==> config.mk <==
export PLATFORM = sky130hd
export DESIGN_NAME = serdesphy_csr_bank_flat
export DESIGN_NICKNAME = d
export VERILOG_FILES = /design/src/rtl/serdesphy_csr_bank_if.sv /design/src/rtl/serdesphy_csr_bank.sv /design/src/flat_wrapper.sv
export SDC_FILE = /design/constraint.sdc
export NUM_CORES = 1
export LEC_CHECK = 0
export ABC_CLOCK_PERIOD_IN_PS = 1200
export CORE_ASPECT_RATIO = 0.75
export CORE_MARGIN = 4
export CORE_UTILIZATION = 49
export CTS_CLUSTER_DIAMETER = 100
export CTS_CLUSTER_SIZE = 10
export DETAILED_ROUTE_END_ITERATION = 10
export PLACE_DENSITY = 0.77
export REMOVE_ABC_BUFFERS = 1
export SETUP_SLACK_MARGIN = 0.1
export SLEW_MARGIN = 20
export SYNTH_ARGS = -nofsm -noshare
export SYNTH_HDL_FRONTEND = slang
export SYNTH_SLANG_ARGS = --single-unit
==> constraint.sdc <==
create_clock -name clk -period 1.2 [get_ports clk]
set_input_delay 0.3 -clock clk [delete_from_list [all_inputs] [get_ports clk]]
set_output_delay 0.3 -clock clk [all_outputs]
set_load 0.005 [all_outputs]
==> src/rtl/serdesphy_csr_bank_if.sv <==
// Register-access bus between a CSR master and the SerDes PHY CSR bank.
// It carries the write port, the read port and the one-cycle responses.
`timescale 1ns/1ps
interface serdesphy_csr_bank_if #(
  parameter int unsigned ADDR_W = 5,
  parameter int unsigned DATA_W = 8
);
  logic              wr_req;
  logic [ADDR_W-1:0] wr_addr;
  logic [DATA_W-1:0] wr_data;
  logic              wr_ack;
  logic              rd_req;
  logic [ADDR_W-1:0] rd_addr;
  logic [DATA_W-1:0] rd_data;
  logic              rd_valid;
  logic              addr_err;

  modport master (
    output wr_req, wr_addr, wr_data, rd_req, rd_addr,
    input  wr_ack, rd_data, rd_valid, addr_err
  );

  modport slave (
    input  wr_req, wr_addr, wr_data, rd_req, rd_addr,
    output wr_ack, rd_data, rd_valid, addr_err
  );
endinterface

==> src/rtl/serdesphy_csr_bank.sv <==
// SerDes PHY CSR bank: control writes land in shadows and go live together on COMMIT.
// Status bits are either sticky W1C (feeding irq through IRQ_MASK) or live read-only.
`timescale 1ns/1ps
module serdesphy_csr_bank #(
  parameter int unsigned                  NUM_CTRL    = 8,
  parameter int unsigned                  NUM_STS     = 2,
  parameter int unsigned                  DATA_W      = 8,
  parameter int unsigned                  ADDR_W      = 5,
  parameter logic [NUM_CTRL*DATA_W-1:0]   CTRL_RST    = '0,
  parameter logic [NUM_STS*DATA_W-1:0]    STICKY_MASK = '1
) (
  input  logic                        clk,
  input  logic                        rst_n,
  serdesphy_csr_bank_if.slave         bus,
  output logic [NUM_CTRL*DATA_W-1:0]  ctrl_out,
  input  logic [NUM_STS*DATA_W-1:0]   status_in,
  output logic                        commit_done,
  output logic                        irq
);

  localparam int unsigned       NUM_MAPPED  = NUM_CTRL + NUM_STS;
  localparam logic [ADDR_W-1:0] COMMIT_ADDR = '1;
  localparam logic [ADDR_W-1:0] MASK_ADDR   = {{(ADDR_W-1){1'b1}}, 1'b0};

  // The two top addresses are COMMIT and IRQ_MASK; the hole below them is unmapped.
  function automatic logic is_unmapped(input logic [ADDR_W-1:0] addr);
    return (32'(addr) >= NUM_MAPPED) && (addr != COMMIT_ADDR) && (addr != MASK_ADDR);
  endfunction

  logic [DATA_W-1:0]          shadow_q   [NUM_CTRL];
  logic [DATA_W-1:0]          shadow_d   [NUM_CTRL];
  logic [NUM_CTRL*DATA_W-1:0] ctrl_q, ctrl_d;
  logic [DATA_W-1:0]          sticky_q   [NUM_STS];
  logic [DATA_W-1:0]          sticky_d   [NUM_STS];
  logic [DATA_W-1:0]          w1c_clr    [NUM_STS];
  logic [DATA_W-1:0]          sts_view   [NUM_STS];
  logic [DATA_W-1:0]          irq_mask_q, irq_mask_d;
  logic [DATA_W-1:0]          rd_data_q, rd_data_d;
  logic                       irq_q, irq_d;
  logic                       wr_ack_q, wr_ack_d;
  logic                       rd_valid_q, rd_valid_d;
  logic                       addr_err_q, addr_err_d;
  logic                       commit_done_q, commit_done_d;
  logic                       commit_hit;

  always_comb begin
    shadow_d   = shadow_q;
    irq_mask_d = irq_mask_q;
    commit_hit = bus.wr_req && (bus.wr_addr == COMMIT_ADDR) && bus.wr_data[0];
    for (int unsigned i = 0; i < NUM_CTRL; i++) begin
      if (bus.wr_req && (bus.wr_addr == ADDR_W'(i))) begin
        shadow_d[i] = bus.wr_data;
      end
    end
    if (bus.wr_req && (bus.wr_addr == MASK_ADDR)) begin
      irq_mask_d = bus.wr_data;
    end
  end

  // Commit copies the pre-edge shadows, so a control write in the previous cycle is included.
  always_comb begin
    ctrl_d = ctrl_q;
    if (commit_hit) begin
      for (int unsigned i = 0; i < NUM_CTRL; i++) begin
        ctrl_d[i*DATA_W +: DATA_W] = shadow_q[i];
      end
    end
  end

  // Set is OR-ed in after the W1C clear so a coincident set wins; live bits never store.
  always_comb begin
    for (int unsigned s = 0; s < NUM_STS; s++) begin
      w1c_clr[s] = '0;
      if (bus.wr_req && (bus.wr_addr == ADDR_W'(NUM_CTRL + s))) begin
        w1c_clr[s] = bus.wr_data;
      end
      sticky_d[s] = ((sticky_q[s] & ~w1c_clr[s]) | status_in[s*DATA_W +: DATA_W])
                    & STICKY_MASK[s*DATA_W +: DATA_W];
      sts_view[s] = sticky_q[s]
                    | (status_in[s*DATA_W +: DATA_W] & ~STICKY_MASK[s*DATA_W +: DATA_W]);
    end
  end

  always_comb begin
    irq_d = 1'b0;
    for (int unsigned s = 0; s < NUM_STS; s++) begin
      irq_d = irq_d | (|(sticky_q[s] & irq_mask_q));
    end
  end

  // Reads see pre-edge state, giving read-before-write on a same-address collision.
  always_comb begin
    rd_data_d = '0;
    if (bus.rd_req) begin
      for (int unsigned i = 0; i < NUM_CTRL; i++) begin
        if (bus.rd_addr == ADDR_W'(i)) begin
          rd_data_d = shadow_q[i];
        end
      end
      for (int unsigned s = 0; s < NUM_STS; s++) begin
        if (bus.rd_addr == ADDR_W'(NUM_CTRL + s)) begin
          rd_data_d = sts_view[s];
        end
      end
      if (bus.rd_addr == MASK_ADDR) begin
        rd_data_d = irq_mask_q;
      end
    end
  end

  always_comb begin
    wr_ack_d      = bus.wr_req;
    rd_valid_d    = bus.rd_req;
    commit_done_d = commit_hit;
    addr_err_d    = (bus.wr_req && is_unmapped(bus.wr_addr))
                  || (bus.rd_req && is_unmapped(bus.rd_addr));
  end

  always_ff @(posedge clk or negedge rst_n) begin
    if (!rst_n) begin
      for (int unsigned i = 0; i < NUM_CTRL; i++) begin
        shadow_q[i] <= CTRL_RST[i*DATA_W +: DATA_W];
      end
      for (int unsigned s = 0; s < NUM_STS; s++) begin
        sticky_q[s] <= '0;
      end
      ctrl_q        <= CTRL_RST;
      irq_mask_q    <= '0;
      rd_data_q     <= '0;
      irq_q         <= 1'b0;
      wr_ack_q      <= 1'b0;
      rd_valid_q    <= 1'b0;
      addr_err_q    <= 1'b0;
      commit_done_q <= 1'b0;
    end else begin
      for (int unsigned i = 0; i < NUM_CTRL; i++) begin
        shadow_q[i] <= shadow_d[i];
      end
      for (int unsigned s = 0; s < NUM_STS; s++) begin
        sticky_q[s] <= sticky_d[s];
      end
      ctrl_q        <= ctrl_d;
      irq_mask_q    <= irq_mask_d;
      rd_data_q     <= rd_data_d;
      irq_q         <= irq_d;
      wr_ack_q      <= wr_ack_d;
      rd_valid_q    <= rd_valid_d;
      addr_err_q    <= addr_err_d;
      commit_done_q <= commit_done_d;
    end
  end

  assign bus.wr_ack   = wr_ack_q;
  assign bus.rd_valid = rd_valid_q;
  assign bus.rd_data  = rd_data_q;
  assign bus.addr_err = addr_err_q;
  assign ctrl_out     = ctrl_q;
  assign commit_done  = commit_done_q;
  assign irq          = irq_q;

endmodule

==> src/flat_wrapper.sv <==
// flat-port wrapper written by rule: the top's interface ports become plain ports
module serdesphy_csr_bank_flat 
#(
  parameter int unsigned                  NUM_CTRL    = 8,
  parameter int unsigned                  NUM_STS     = 2,
  parameter int unsigned                  DATA_W      = 8,
  parameter int unsigned                  ADDR_W      = 5,
  parameter logic [NUM_CTRL*DATA_W-1:0]   CTRL_RST    = '0,
  parameter logic [NUM_STS*DATA_W-1:0]    STICKY_MASK = '1
)
  (clk, rst_n, ctrl_out, status_in, commit_done, irq, bus_wr_req, bus_wr_addr, bus_wr_data, bus_rd_req, bus_rd_addr, bus_wr_ack, bus_rd_data, bus_rd_valid, bus_addr_err);
  serdesphy_csr_bank_if #(.ADDR_W(ADDR_W), .DATA_W(DATA_W)) bus_i ();
  input  logic clk;
  input  logic rst_n;
  output logic [NUM_CTRL*DATA_W-1:0] ctrl_out;
  input  logic [NUM_STS*DATA_W-1:0] status_in;
  output logic commit_done;
  output logic irq;
  input wire logic [$bits(bus_i.wr_req)-1:0] bus_wr_req;
  input wire logic [$bits(bus_i.wr_addr)-1:0] bus_wr_addr;
  input wire logic [$bits(bus_i.wr_data)-1:0] bus_wr_data;
  input wire logic [$bits(bus_i.rd_req)-1:0] bus_rd_req;
  input wire logic [$bits(bus_i.rd_addr)-1:0] bus_rd_addr;
  output wire logic [$bits(bus_i.wr_ack)-1:0] bus_wr_ack;
  output wire logic [$bits(bus_i.rd_data)-1:0] bus_rd_data;
  output wire logic [$bits(bus_i.rd_valid)-1:0] bus_rd_valid;
  output wire logic [$bits(bus_i.addr_err)-1:0] bus_addr_err;
  assign bus_i.wr_req = bus_wr_req;
  assign bus_i.wr_addr = bus_wr_addr;
  assign bus_i.wr_data = bus_wr_data;
  assign bus_i.rd_req = bus_rd_req;
  assign bus_i.rd_addr = bus_rd_addr;
  assign bus_wr_ack = bus_i.wr_ack;
  assign bus_rd_data = bus_i.rd_data;
  assign bus_rd_valid = bus_i.rd_valid;
  assign bus_addr_err = bus_i.addr_err;
  serdesphy_csr_bank #(.NUM_CTRL(NUM_CTRL), .NUM_STS(NUM_STS), .DATA_W(DATA_W), .ADDR_W(ADDR_W), .CTRL_RST(CTRL_RST), .STICKY_MASK(STICKY_MASK)) u_core (.clk(clk), .rst_n(rst_n), .bus(bus_i), .ctrl_out(ctrl_out), .status_in(status_in), .commit_done(commit_done), .irq(irq));
endmodule
* Yosys cells after proc, flatten, opt, wreduce, memory -nomap -nowiden *
Index checks and enable logic that the tools add are counted.

operators by class
  order comparisons = 2
  equal/unequal tests = 25
  mux-type cells = 14
  bitwise logic cells = 9
  reductions and logical operators = 24

operators by type and width
  operator                                                                number
  8-bit 2-to-1 mux                                                        14
  5-bit by 3-bit == test with 1-bit output (second input constant)        8
  8-bit bitwise AND                                                       4
  5-bit by 2-bit == test with 1-bit output (second input constant)        4
  5-bit by 4-bit == test with 1-bit output (second input constant)        4
  5-bit != test (second input constant)                                   4
  1-bit logical AND                                                       19
  8-bit inverter                                                          2
  8-bit bitwise OR                                                        2
  8-bit OR reduction                                                      2
  5-bit == test (second input constant)                                   3
  5-bit by 1-bit == test with 1-bit output (second input constant)        2
  5-bit by 4-bit >= comparator with 1-bit output (second input constant)  2
  5-bit logical NOT                                                       2
  1-bit logical OR                                                        1
  1-bit bitwise OR                                                        1

word-level totals
  register bits after elaboration = 165
  input port bits = 38
  output and inout bits = 77
  logic and storage cells = 92

* Depth between registers and ports, before layout *
  depth after elaboration = 13
  gate-level depth with buffers = 7
  mapped depth without buffers = 5

* Least setup slack after synthesis *
No wires, ideal clock.

  path kind = input-to-reg
  from = input port bus_wr_addr[0]
  to = register u_core.sticky_q[15] in the netlist's numbering
  setup time = 0.118 ns
  data arrival time = 1.312 ns
  required time = 1.082 ns
  path slack = -0.230 ns
  stages = 6
  buffers on the path = 2
  path through = buf_4 -> nor4_4 -> and3b_1 -> buf_2 -> nand2_1 -> a21o_1

RTL lines
  item                             RTL line                   source
  from (decl)                      flat_wrapper.sv:20         input wire logic [$bits(bus_i.wr_addr)-1:0] bus_wr_addr;
  to (signal, indexed assignment)  serdesphy_csr_bank.sv:140  sticky_q[s] <= sticky_d[s];
  to (decl)                        serdesphy_csr_bank.sv:33   logic [DATA_W-1:0] sticky_q [NUM_STS];

* Worst setup path in the final report *
  from = register u_core.shadow_q[38] in the netlist's numbering
  to = register u_core.rd_data_q[6] (netlist: u_core.bus.rd_data[6])

on the way
  cells in the longest elaborated chain, start to end = 9

RTL lines
  item                               RTL line                   source
  from (decl)                        serdesphy_csr_bank.sv:30   logic [DATA_W-1:0] shadow_q [NUM_CTRL];
  from (signal, indexed assignment)  serdesphy_csr_bank.sv:122  shadow_q[i] <= CTRL_RST[i*DATA_W +: DATA_W];
  from (signal, indexed assignment)  serdesphy_csr_bank.sv:137  shadow_q[i] <= shadow_d[i];
  8-bit 2-to-1 mux (5 in a row)      serdesphy_csr_bank.sv:96   if (bus.rd_addr == ADDR_W'(i)) begin
  8-bit 2-to-1 mux (2 in a row)      serdesphy_csr_bank.sv:101  if (bus.rd_addr == ADDR_W'(NUM_CTRL + s)) begin
  8-bit 2-to-1 mux                   serdesphy_csr_bank.sv:105  if (bus.rd_addr == MASK_ADDR) begin
  8-bit 2-to-1 mux                   serdesphy_csr_bank.sv:94   if (bus.rd_req) begin
  via u_core.rd_data_d[6]            serdesphy_csr_bank.sv:38   logic [DATA_W-1:0] rd_data_q, rd_data_d;
  to (signal assigned)               serdesphy_csr_bank.sv:144  rd_data_q <= rd_data_d;
  to (decl)                          serdesphy_csr_bank.sv:38

The timed path passes the listed nets, and every way through them passes these cells.
A chain may end at the register's enable or synchronous reset.

==> flow_summary.toml <==
[logic_synthesis]
synth_area_leaders = "dfrtp_1, nand2_1, mux2_2"
synth.yosys.seq_area_share_pct = 56.3
ys_ff_latch = 165
synth.top_cell.area_share_pct = 56.3
synth_area_leader_cell = "dfrtp_1"
synthMostInstantiatedCell = "nand2_1"
syn_area_per_cell_um2 = 10.7
async_flop_share_pct = 100
netlist_area_um2 = 7330
synth_edf_count = 0
ys_top_cells_by_count = "nand2_1, dfrtp_1, mux2_2, o21ai_0, mux2i_1"
synth_cell_types = 50
synth-main-ff-cell = "dfrtp_1"
postSynthCellCount = 682
yosysWarnings = 0

[route]
first_iter_violations = 737
drc = 0
firstDrtPassIters = 6
wl_per_cell_um = 22.2
antenna_left = 0
viasPerCell = 5.68
vias = 6734
wirelength_um = 26300

[timing]
hold_viol_final = 0
skew_ns = 0.00599
setup_ws_ns = -0.126
worstMarginPinSlew_ns = 0.468
setup_viol = 83
slew_viol_final = 0
rsz0062_at_grt = "true"
fin_crit_ns = 1.33
fin_setup_tns_ns = -3.90
min_period_over_period_pct = 110
max-slew-margin-rel_pct = 68.7
max_freq_ghz = 0.754

[layout]
fill_cells = 879
layout.nets = 1010
stdcell_area_um2 = 11300
drive_gt1_share_pct = 48.0
synthToLayoutAreaGrowth_pct = 54.1
multi_input_area_um2 = 3450
antenna_cells = 0
stdcell_count = 1185
regArea_um2 = 4130

[pwr]
pwr_density_cell_nw_per_um2 = 1360
p_int_mw = 11.2
p_switching_mw = 4.22
vdd_drop_max_uv = 1040
sw_frac_of_total_pct = 27.5
p_comb_share_pct = 19.6
pwr-share-clk_pct = 36.0
p_leak_nw = 5.72
seqPwrFrac_pct = 44.4

[setup_path]
crit_path_start_kind = "register"
slowest_delay_ns = 0.51
end_kind = "register"
critPathKind = "register to register"
crit_fanout = 2
path_cells = "mux4_2 -> mux2i_1 -> o22ai_1"
crit_path_top_delay_cell = "mux4_2"
cp.required_ns = 1.51
arrival_ns = 1.64

[floorplanning]
fp-row-count = 38
chipWidth_um = 149
die_area_um2 = 17000
die_h_um = 114
io_pins = 115
core_area_um2 = 14500
start_util_pct = 50.4

[cts]
cts_max_level = 4
cts_tree = "built"
cts_made_buffers = 17
cts_root_buffer = "clkbuf_16"
insertion_delay_ns = 0.44
clk_pin_slew_ns = 0.07
cts_sinks = 165
clockBufferDepth = 2

[placement]
dpl_cell_area_um2 = 9440
place_congestion = 0.899
dp_cells = 1060
io_buffers = 114
dp_hpwl_um = 15800

[min_path]
min_path_type = "primary input to register"

[run_status]
failed_checks = "setup timing"
status = "complete, but fails checks"

[job]
maxCapViolCount = 0

[global_routing]
grtUsageTotal_pct = 31.3
grt-ovfl-total = 0
grt_max_degree = 45
antenna_found_initial = 1
grt_pass1_vias = 6909
grt_pass1_wl_um = 39800
flip-flops by register name, indices dropped and copies added, names as in the netlist:
signal and count:
u_core.bus.addr_err 1, u_core.bus.rd_data 8, u_core.bus.rd_valid 1, u_core.bus.wr_ack 1
u_core.commit_done 1, u_core.ctrl_out 64, u_core.irq 1, u_core.irq_mask_q 8
u_core.shadow_q 64, u_core.sticky_q 16
layer usage:
layer  global-route usage (%)  routed length [µm]  part of all wire [%]
met5                        0                   7                 0.027
met4                     11.3                 631                   2.4
met3                     6.87                2150                   8.2
met2                     51.3               12900                    49
met1                     41.4               10700                    41
metrics by stage:
stage	hold WS (ns)	utilization, %	setup WS (ns)	power [mW]
after floorplan	0.00441	-	-2.12	7.56
after global placement	0.193	64.9	-1.02	9.07
after detailed placement	0.197	64.9	-0.951	9.17
after CTS	0.00850	74.4	-0.111	14.9
after global routing	0.239	77.6	-0.187	15.9
final	0.234	77.6	-0.126	15.4
cell families after synthesis:
| family | after synthesis | share of synthesized area, % |
|---|---|---|
| compound gates | 94 | 8.62 |
| simple gates | 287 | 16.9 |
| buf+inv | 47 | 4.49 |
| flops | 165 | 56.3 |
| mux | 89 | 13.7 |
path summary, 6_finish.rpt:
check,cells after the start,start,end,slack [ns]
setup / recovery,3,u_core.shadow_q[38],u_core.bus.rd_data[6],-0.13
max in group asynchronous,3,rst_n,u_core.shadow_q[43],0.35
hold reg to reg,2,u_core.ctrl_out[53],u_core.ctrl_out[53],0.47
min in group asynchronous,2,rst_n,u_core.ctrl_out[50],0.32
hold / removal,3,bus_rd_addr[3],u_core.bus.rd_data[4],0.23
setup reg to reg,3,u_core.shadow_q[38],u_core.bus.rd_data[6],-0.13
critical path: cells and delay by family, from the launching register on:
family,cells,cell delay [ns]
multiplexers,2,0.70
flip-flops,1,0.40
AO/OA/AOI/OAI,1,0.11
final cells by class:
type / instances / share of cell area, %
multi-input combinational: 470 / 30.5
timing repair buffer: 311 / 25.1
clock inverter: 11 / 1.10
inverter: 7 / 0.332
clock buffer: 21 / 4.16
tap: 200 / 2.22
sequential: 165 / 36.6
power by group through the flow:
| stage | Clock [mW] | Sequential [mW] | Combinational, mW |
|---|---|---|---|
| floorplan | 0 | 6.69 | 0.877 |
| global placement | 0 | 6.79 | 2.29 |
| detailed placement | 0 | 6.82 | 2.36 |
| CTS | 5.51 | 6.74 | 2.65 |
| global route | 5.84 | 6.88 | 3.21 |
| finish | 5.53 | 6.83 | 3.01 |
cells in the final DEF, fill, tap and decap left out, drive strengths merged, types with 7 or more instances in the layout:
cell type,count
mux2,70
dfrtp,165
nand3,7
mux2i,17
clkbuf,21
clkdlybuf4s50,24
buf,282
nor3,8
nor2,9
nand2,236
o22ai,16
inv,8
o21ai,20
a211oi,8
a21oi,14
a21o,16
timing repair:
action	CTS	global route
hold buffers	1	1
pin swaps	44	39
cloned	12	0
endpoints found under the hold margin	18	1
buffers inserted	47	34
setup endpoints to repair	240	119
resized for setup	485	57
No activity file was read; power rests on OpenSTA's default activity.
